## src/rtl/seq_divider_if.sv

```systemverilog
// seq_divider_if: start/done request bus between a divider client and the divider
interface seq_divider_if;
    logic        start;
    logic [63:0] dividend;
    logic [31:0] divisor;
    logic        ready;
    logic        done;
    logic [31:0] quotient;
    logic [31:0] remainder;
    logic        overflow;
    logic        div_by_zero;
    modport master (
        output start, dividend, divisor,
        input  ready, done, quotient, remainder, overflow, div_by_zero
    );
    modport slave (
        input  start, dividend, divisor,
        output ready, done, quotient, remainder, overflow, div_by_zero
    );
endinterface

```

## src/rtl/seq_divider.sv

```systemverilog
// seq_divider: 64/32 unsigned restoring divider, one quotient bit per clock
module seq_divider (
    input  logic         clk,
    input  logic         rst_n,
    seq_divider_if.slave bus
);
    typedef enum logic [1:0] {IDLE, CALC, DONE} state_t;
    state_t      state, state_nx;
    logic [31:0] r, q, d, quo, rem;
    logic [31:0] r_nx, q_nx;
    logic [32:0] t;
    logic [4:0]  cnt;
    logic        ov, dz, bad;
    // one restoring step on the working pair, plus next-state selection
    always_comb begin
        t        = {r, q[31]} - {1'b0, d};
        r_nx     = t[32] ? {r[30:0], q[31]} : t[31:0];
        q_nx     = {q[30:0], ~t[32]};
        bad      = bus.divisor == 32'd0 || bus.dividend[63:32] >= bus.divisor;
        state_nx = state == IDLE ? (bus.start ? (bad ? DONE : CALC) : IDLE) :
                   state == CALC ? (cnt == 5'd31 ? DONE : CALC) : IDLE;
    end
    // state register
    always_ff @(posedge clk or negedge rst_n) begin
        if (!rst_n) state <= IDLE;
        else        state <= state_nx;
    end
    // latch operands, run iterations, publish results
    always_ff @(posedge clk or negedge rst_n) begin
        if (!rst_n) begin
            r   <= '0;
            q   <= '0;
            d   <= '0;
            cnt <= '0;
            quo <= '0;
            rem <= '0;
            ov  <= 1'b0;
            dz  <= 1'b0;
        end else if (state == IDLE && bus.start) begin
            dz  <= bus.divisor == 32'd0;
            ov  <= bus.divisor != 32'd0 && bus.dividend[63:32] >= bus.divisor;
            quo <= bad ? 32'hFFFF_FFFF : 32'd0;
            rem <= bus.divisor == 32'd0 ? bus.dividend[31:0] : 32'd0;
            r   <= bus.dividend[63:32];
            q   <= bus.dividend[31:0];
            d   <= bus.divisor;
            cnt <= '0;
        end else if (state == CALC) begin
            r   <= r_nx;
            q   <= q_nx;
            cnt <= cnt + 5'd1;
            if (cnt == 5'd31) begin
                quo <= q_nx;
                rem <= r_nx;
            end
        end
    end
    assign bus.ready       = state == IDLE;
    assign bus.done        = state == DONE;
    assign bus.quotient    = quo;
    assign bus.remainder   = rem;
    assign bus.overflow    = ov;
    assign bus.div_by_zero = dz;
endmodule

```

## src/flat_wrapper.sv

```systemverilog
// flat-port wrapper written by rule: the top's interface ports become plain ports
module seq_divider_flat 
  (clk, rst_n, bus_start, bus_dividend, bus_divisor, bus_ready, bus_done, bus_quotient, bus_remainder, bus_overflow, bus_div_by_zero);
  seq_divider_if bus_i ();
  input  logic clk;
  input  logic rst_n;
  input wire logic [$bits(bus_i.start)-1:0] bus_start;
  input wire logic [$bits(bus_i.dividend)-1:0] bus_dividend;
  input wire logic [$bits(bus_i.divisor)-1:0] bus_divisor;
  output wire logic [$bits(bus_i.ready)-1:0] bus_ready;
  output wire logic [$bits(bus_i.done)-1:0] bus_done;
  output wire logic [$bits(bus_i.quotient)-1:0] bus_quotient;
  output wire logic [$bits(bus_i.remainder)-1:0] bus_remainder;
  output wire logic [$bits(bus_i.overflow)-1:0] bus_overflow;
  output wire logic [$bits(bus_i.div_by_zero)-1:0] bus_div_by_zero;
  assign bus_i.start = bus_start;
  assign bus_i.dividend = bus_dividend;
  assign bus_i.divisor = bus_divisor;
  assign bus_ready = bus_i.ready;
  assign bus_done = bus_i.done;
  assign bus_quotient = bus_i.quotient;
  assign bus_remainder = bus_i.remainder;
  assign bus_overflow = bus_i.overflow;
  assign bus_div_by_zero = bus_i.div_by_zero;
  seq_divider u_core (.clk(clk), .rst_n(rst_n), .bus(bus_i));
endmodule
```

## config.mk

```make
export PLATFORM = sky130hd
export DESIGN_NAME = seq_divider_flat
export DESIGN_NICKNAME = d
export VERILOG_FILES = /design/src/rtl/seq_divider_if.sv /design/src/rtl/seq_divider.sv /design/src/flat_wrapper.sv
export SDC_FILE = /design/constraint.sdc
export NUM_CORES = 1
export LEC_CHECK = 0
export CAP_MARGIN = 20
export CORE_MARGIN = 2
export CORE_UTILIZATION = 35
export DETAILED_ROUTE_END_ITERATION = 10
export PLACE_DENSITY = 0.69
export SLEW_MARGIN = 15
export SYNTH_ARGS = -nofsm -noshare
export SYNTH_HDL_FRONTEND = slang
export SYNTH_SLANG_ARGS = --single-unit
```

## constraint.sdc

```tcl
create_clock -name clk -period 2.45 [get_ports clk]
set_input_delay 0.3675 -clock clk [delete_from_list [all_inputs] [get_ports clk]]
set_output_delay 0.3675 -clock clk [all_outputs]
set_load 0.01 [all_outputs]
```

# After elaboration in Yosys (flattened, before gate mapping)
# Index checks and enable logic that the tools add are counted.
# op_classes
add_sub_neg	2
order_cmp	1
n_eq_ne	3
muxes	20
bitwise	1
n_reduce_logical	9
# ops
op	count
$mux 32	13
$sub 33x32->33	1
$ge 32x32->1	1
$logic_not 32->1	1
$reduce_bool 32->1	1
$mux 2	5
$mux 5	2
$add 5x1->5 const B	1
$eq 5x5->1 const B	1
$reduce_bool 2->1	2
$eq 2x1->1 const B	1
$eq 2x2->1 const B	1
$logic_and 1x1->1	2
$logic_not 2->1	1
$reduce_and 2->1	1
$logic_or 1x1->1	1
$not 1->1	1
# totals
regBits	169
inputBits	99
output_inout_bits	68
wordCells	45

# Depth between registers and ports, before layout
# depth
depth_word	5
depth_mapped	12
depth_no_buf	11

# Least setup slack after synthesis
# OpenSTA, ideal clock, no wires.
# synth_timing
path_kind	flip-flop to flip-flop
start	register u_core.d[0]
end	register u_core.r[9]
setup_time_ps	132
arrival_time_ps	2532
t_required_ps	2318
slack_ps	-214
stages_incl_launch_ff	12
n_path_buf	1
synth_period_minus_slack_ps	2664
path_cell_list	dfrtp_1 > ha_1 > fa_1 > nand2b_1 > a21oi_1 > o21ai_2 > a211oi_2 > nor3_2 > nor2_4 > buf_4 > mux2i_1 > o21ai_1
# synth_via
elab_chain_len	4
# synth_lines
item	line	source
start, declared	seq_divider.sv:9	logic [31:0] r, q, d, quo, rem;
start signal, assigned	seq_divider.sv:46	d <= bus.divisor;
$sub 33x32->33	seq_divider.sv:16	t = {r, q[31]} - {1'b0, d};
$mux 32	seq_divider.sv:17	r_nx = t[32] ? {r[30:0], q[31]} : t[31:0];
$mux 32	seq_divider.sv:48	end else if (state == CALC) begin
$mux 32	seq_divider.sv:39	end else if (state == IDLE && bus.start) begin
end signal, assigned	seq_divider.sv:44	r <= bus.dividend[63:32];
end signal, assigned	seq_divider.sv:49	r <= r_nx;
end, declared	seq_divider.sv:9	
# No other way between the ends. The select of a mux whose other input is x is not followed.
# A chain may end at the register's enable or synchronous reset.

# Final worst setup path
# layout_timing
start	register u_core.d[0]
end	register u_core.rem[30] (netlist: u_core.bus.remainder[30])
# layout_via
elab_chain_len	5
# layout_lines
item	line	source
$sub 33x32->33	seq_divider.sv:16	
$mux 32	seq_divider.sv:17	
$mux 32	seq_divider.sv:52	if (cnt == 5'd31) begin
$mux 32	seq_divider.sv:48	
$mux 32	seq_divider.sv:39	
end signal, assigned	seq_divider.sv:43	rem <= bus.divisor == 32'd0 ? bus.dividend[31:0] : 32'd0;
end signal, assigned	seq_divider.sv:54	rem <= r_nx;
end, declared	seq_divider.sv:9	
# No other way between the ends. The select of a mux whose other input is x is not followed.

==> impl_metrics.yaml <==
die:
  coreArea_um2: 29500
  die_width_um: 177
  die_h_um: 177
  rows: 63
  io_pins: 167
  initial_utilization_pct: 35.4
  dieArea_um2: 31200
synth:
  yosys.area.top_type: "dfrtp_1"
  yosys-top-cells-area: "dfrtp_1 (41%), ha_1 (7.9%), nand2_1 (7.4%)"
  synthesis.area_um2: 10400
  synth_common_cells: "nand2_1 (206), dfrtp_1 (169), nor2_1 (90)"
  synth_flop_cell: "dfrtp_1"
  synth_cell_types: 72
  synth_seq_cells: 169
  synth_area_per_cell_um2: 8.40
  synthCells: 1242
  yosysWarnings: 0
  synth_most_common_cell: "nand2_1"
  syn_nets: 1408
  ys_async_sr_fraction_pct: 100
  synth-edff-count: 0
  yosysSeqAreaShare_pct: 40.6
  netlist.area_leader.share_pct: 40.6
drt:
  drtIter0Drc: 969
  dr.pass1.iters: 6
  drt_wl_total_mm: 41.0
  viasPerCell: 5.52
  num_vias: 11500
  drc: 0
  wire_per_inst_um: 19.7
  final_antenna_net_count: 0
setup_path:
  worstPathRequired_ps: 2800
  critPathMaxFanout: 2
  reg2reg_depth: 11
  cpMaxStageDelayCell: "dfrtp_1"
  rr_endpoint: "u_core.bus.remainder[30]"
  cp-end-kind: "flop"
  crit_type: "reg -> reg"
  ff2ff_setup_slack_ps: -400
  critPathMaxStageDelay_ps: 420
  cp-start-kind: "flop"
  arrival_ps: 3200
  regToRegStartpoint: "u_core.d[0]"
  path_cells: "ha_4 -> fa_2 -> nand2b_4 -> buf_4 -> a21o_4 -> a211oi_4 -> o311ai_4 -> buf_4 -> a211oi_4 -> xnor2_2 -> a211oi_2"
clocking:
  clk_pin_slew_ps: 70
  h-tree-depth: 4
  cts_sinks: 169
  cts_buffer_depth: 2
  cts-root-buf: "clkbuf_16"
  insertion_delay_ps: 450
  numCtsBuffers: 17
  cts_tree: "done"
global_routing:
  grt_pass1_vias: 11500
  grtUsageTotal_pct: 26.3
  grt_max_degree: 63
  antenna_found_initial: 0
  grt_first_pass_wirelength_mm: 63.4
  grt-ovfl-total: 0
sta:
  rsz0062_at_grt: "yes"
  slew_headroom_pct: 32.5
  setup_ws_ps: -398
  setup_viol: 66
  period_share_pct: 116
  finalSetupTns_ps: -19100
  finalClockSkew_ps: 16.0
  drv_slew: 0
  finalHoldViolations: 0
  tightest_slew_ps: 1010
  finalCriticalPeriod_ps: 2850
  fmax_mhz: 351
power:
  total_power_uw: 30500
  ir_drop_v: 0.000979
  p_per_area_nw_per_um2: 1820
  total_leakage_power_uw: 0.00753
finish:
  finalCoreUtilization_pct: 56.8
  fin_nets: 1844
  drive_gt1_share_pct: 32.7
  areaGrowthSynthToFinish_pct: 60.5
  final_cells: 2081
  antenna_cells: 0
placement:
  dp_slack_ps: -849
  dp.cells: 2018
  gp_congestion: 0.949
  io_buffers: 166
  dp_hpwl_mm: 29.6
min_path:
  worstHoldPathType: "in -> reg"
  hold_start: "bus_divisor[9]"
  whs_path_depth: 4
  min_to: "u_core.d[9]"
status:
  status: "finished, violations left"
  violations: "negative setup slack"
flow_run:
  max_cap_viol_count: 0
cells in the final DEF, fill, tap and decap left out, types with 33 or more instances in the layout:
cell	count
a31oi_1	66
a21oi_1	59
nor2_1	86
o21ai_1	33
buf_4	286
clkdlybuf4s50_1	112
dfrtp_1	169
dlygate4sd2_1	39
ha_1	41
nand2_1	200
o21ai_0	47
inv_1	63
what timing repair did:
action,in CTS,in global routing
hold buffers,1,0
buffers inserted,18,9
endpoints found under the setup margin,100,98
endpoints found under the hold margin,54,0
cloned,4,1
resized for setup,201,92
pin swaps,61,33
sequential cells by signal, indices dropped and copies added, names as in the netlist:
register and count:
u_core.state 2, u_core.bus.overflow 1, u_core.cnt 5, u_core.bus.remainder 32
u_core.d 32, u_core.q 32, u_core.bus.div_by_zero 1, u_core.bus.quotient 32
u_core.r 32
cell families (layout without fill, tap and decap cells):
group,Yosys count,in the layout,synth area share [%]
multiplexers,12,12,1.15
adder cells (fa/ha/maj),67,67,8.11
flip-flops,169,169,40.6
XOR/XNOR,20,20,1.68
AO/OA/AOI/OAI,417,417,25.7
AND/OR/NAND/NOR,410,410,17.4
buffers and inverters,147,596,5.46
area by class of cell:
cell class                 count  area [um2]
clock buffer                  17         425
clock inverter                15         181
fill                        2552       12700
inverter                      76         285
multi-input combinational    926        6790
sequential                   169        4230
tap                          390         488
timing repair buffer         488        4340
worst max path at each step:
stage	startpoint	endpoint	slack, ps	cells past startpoint
final	u_core.d[0]	u_core.bus.remainder[30]	-400	11
after CTS	u_core.d[0]	u_core.bus.remainder[30]	-380	11
after floorplan	u_core.q[31]	u_core.r[9]	-60	12
after global placement	bus_divisor[17]	u_core.bus.quotient[10]	-830	12
after global routing	u_core.q[31]	u_core.r[12]	-500	14
after detailed placement	bus_divisor[17]	u_core.bus.quotient[11]	-850	12
routing by layer:
metal	wire (um)	vias to the layer above	track usage [%]
met2	18800	521	41.5
li1	-	5353	-
met3	2950	101	4.67
met4	1970	0	12.9
met5	0	-	0
met1	17300	5516	34.8
metrics by stage:
step	hold slack [ps]	area (um2)
after floorplan	71.9	10600
after global placement	361	14800
final	292	16700
after detailed placement	367	14800
after CTS	346	16300
after global routing	316	16700
worst max-delay path, delay by kind of cell, from the launching register on:
| kind | cells | cell delay (ps) |
|---|---|---|
| adders and majority gates | 2 | 570 |
| AOI/OAI and AO/OA | 5 | 1180 |
| DFF | 1 | 420 |
| buffers and inverters | 2 | 310 |
| and+or+nand+nor | 1 | 170 |
| xor gates and xnor gates | 1 | 130 |
report_power, final:
part / internal (uW) / total (uW) / switching, uW
Combinational: 11000 / 22700 / 11700
Sequential: 4110 / 5010 / 908
Clock: 1380 / 2770 / 1390
Note: power is estimated with default switching activity, not from simulation.
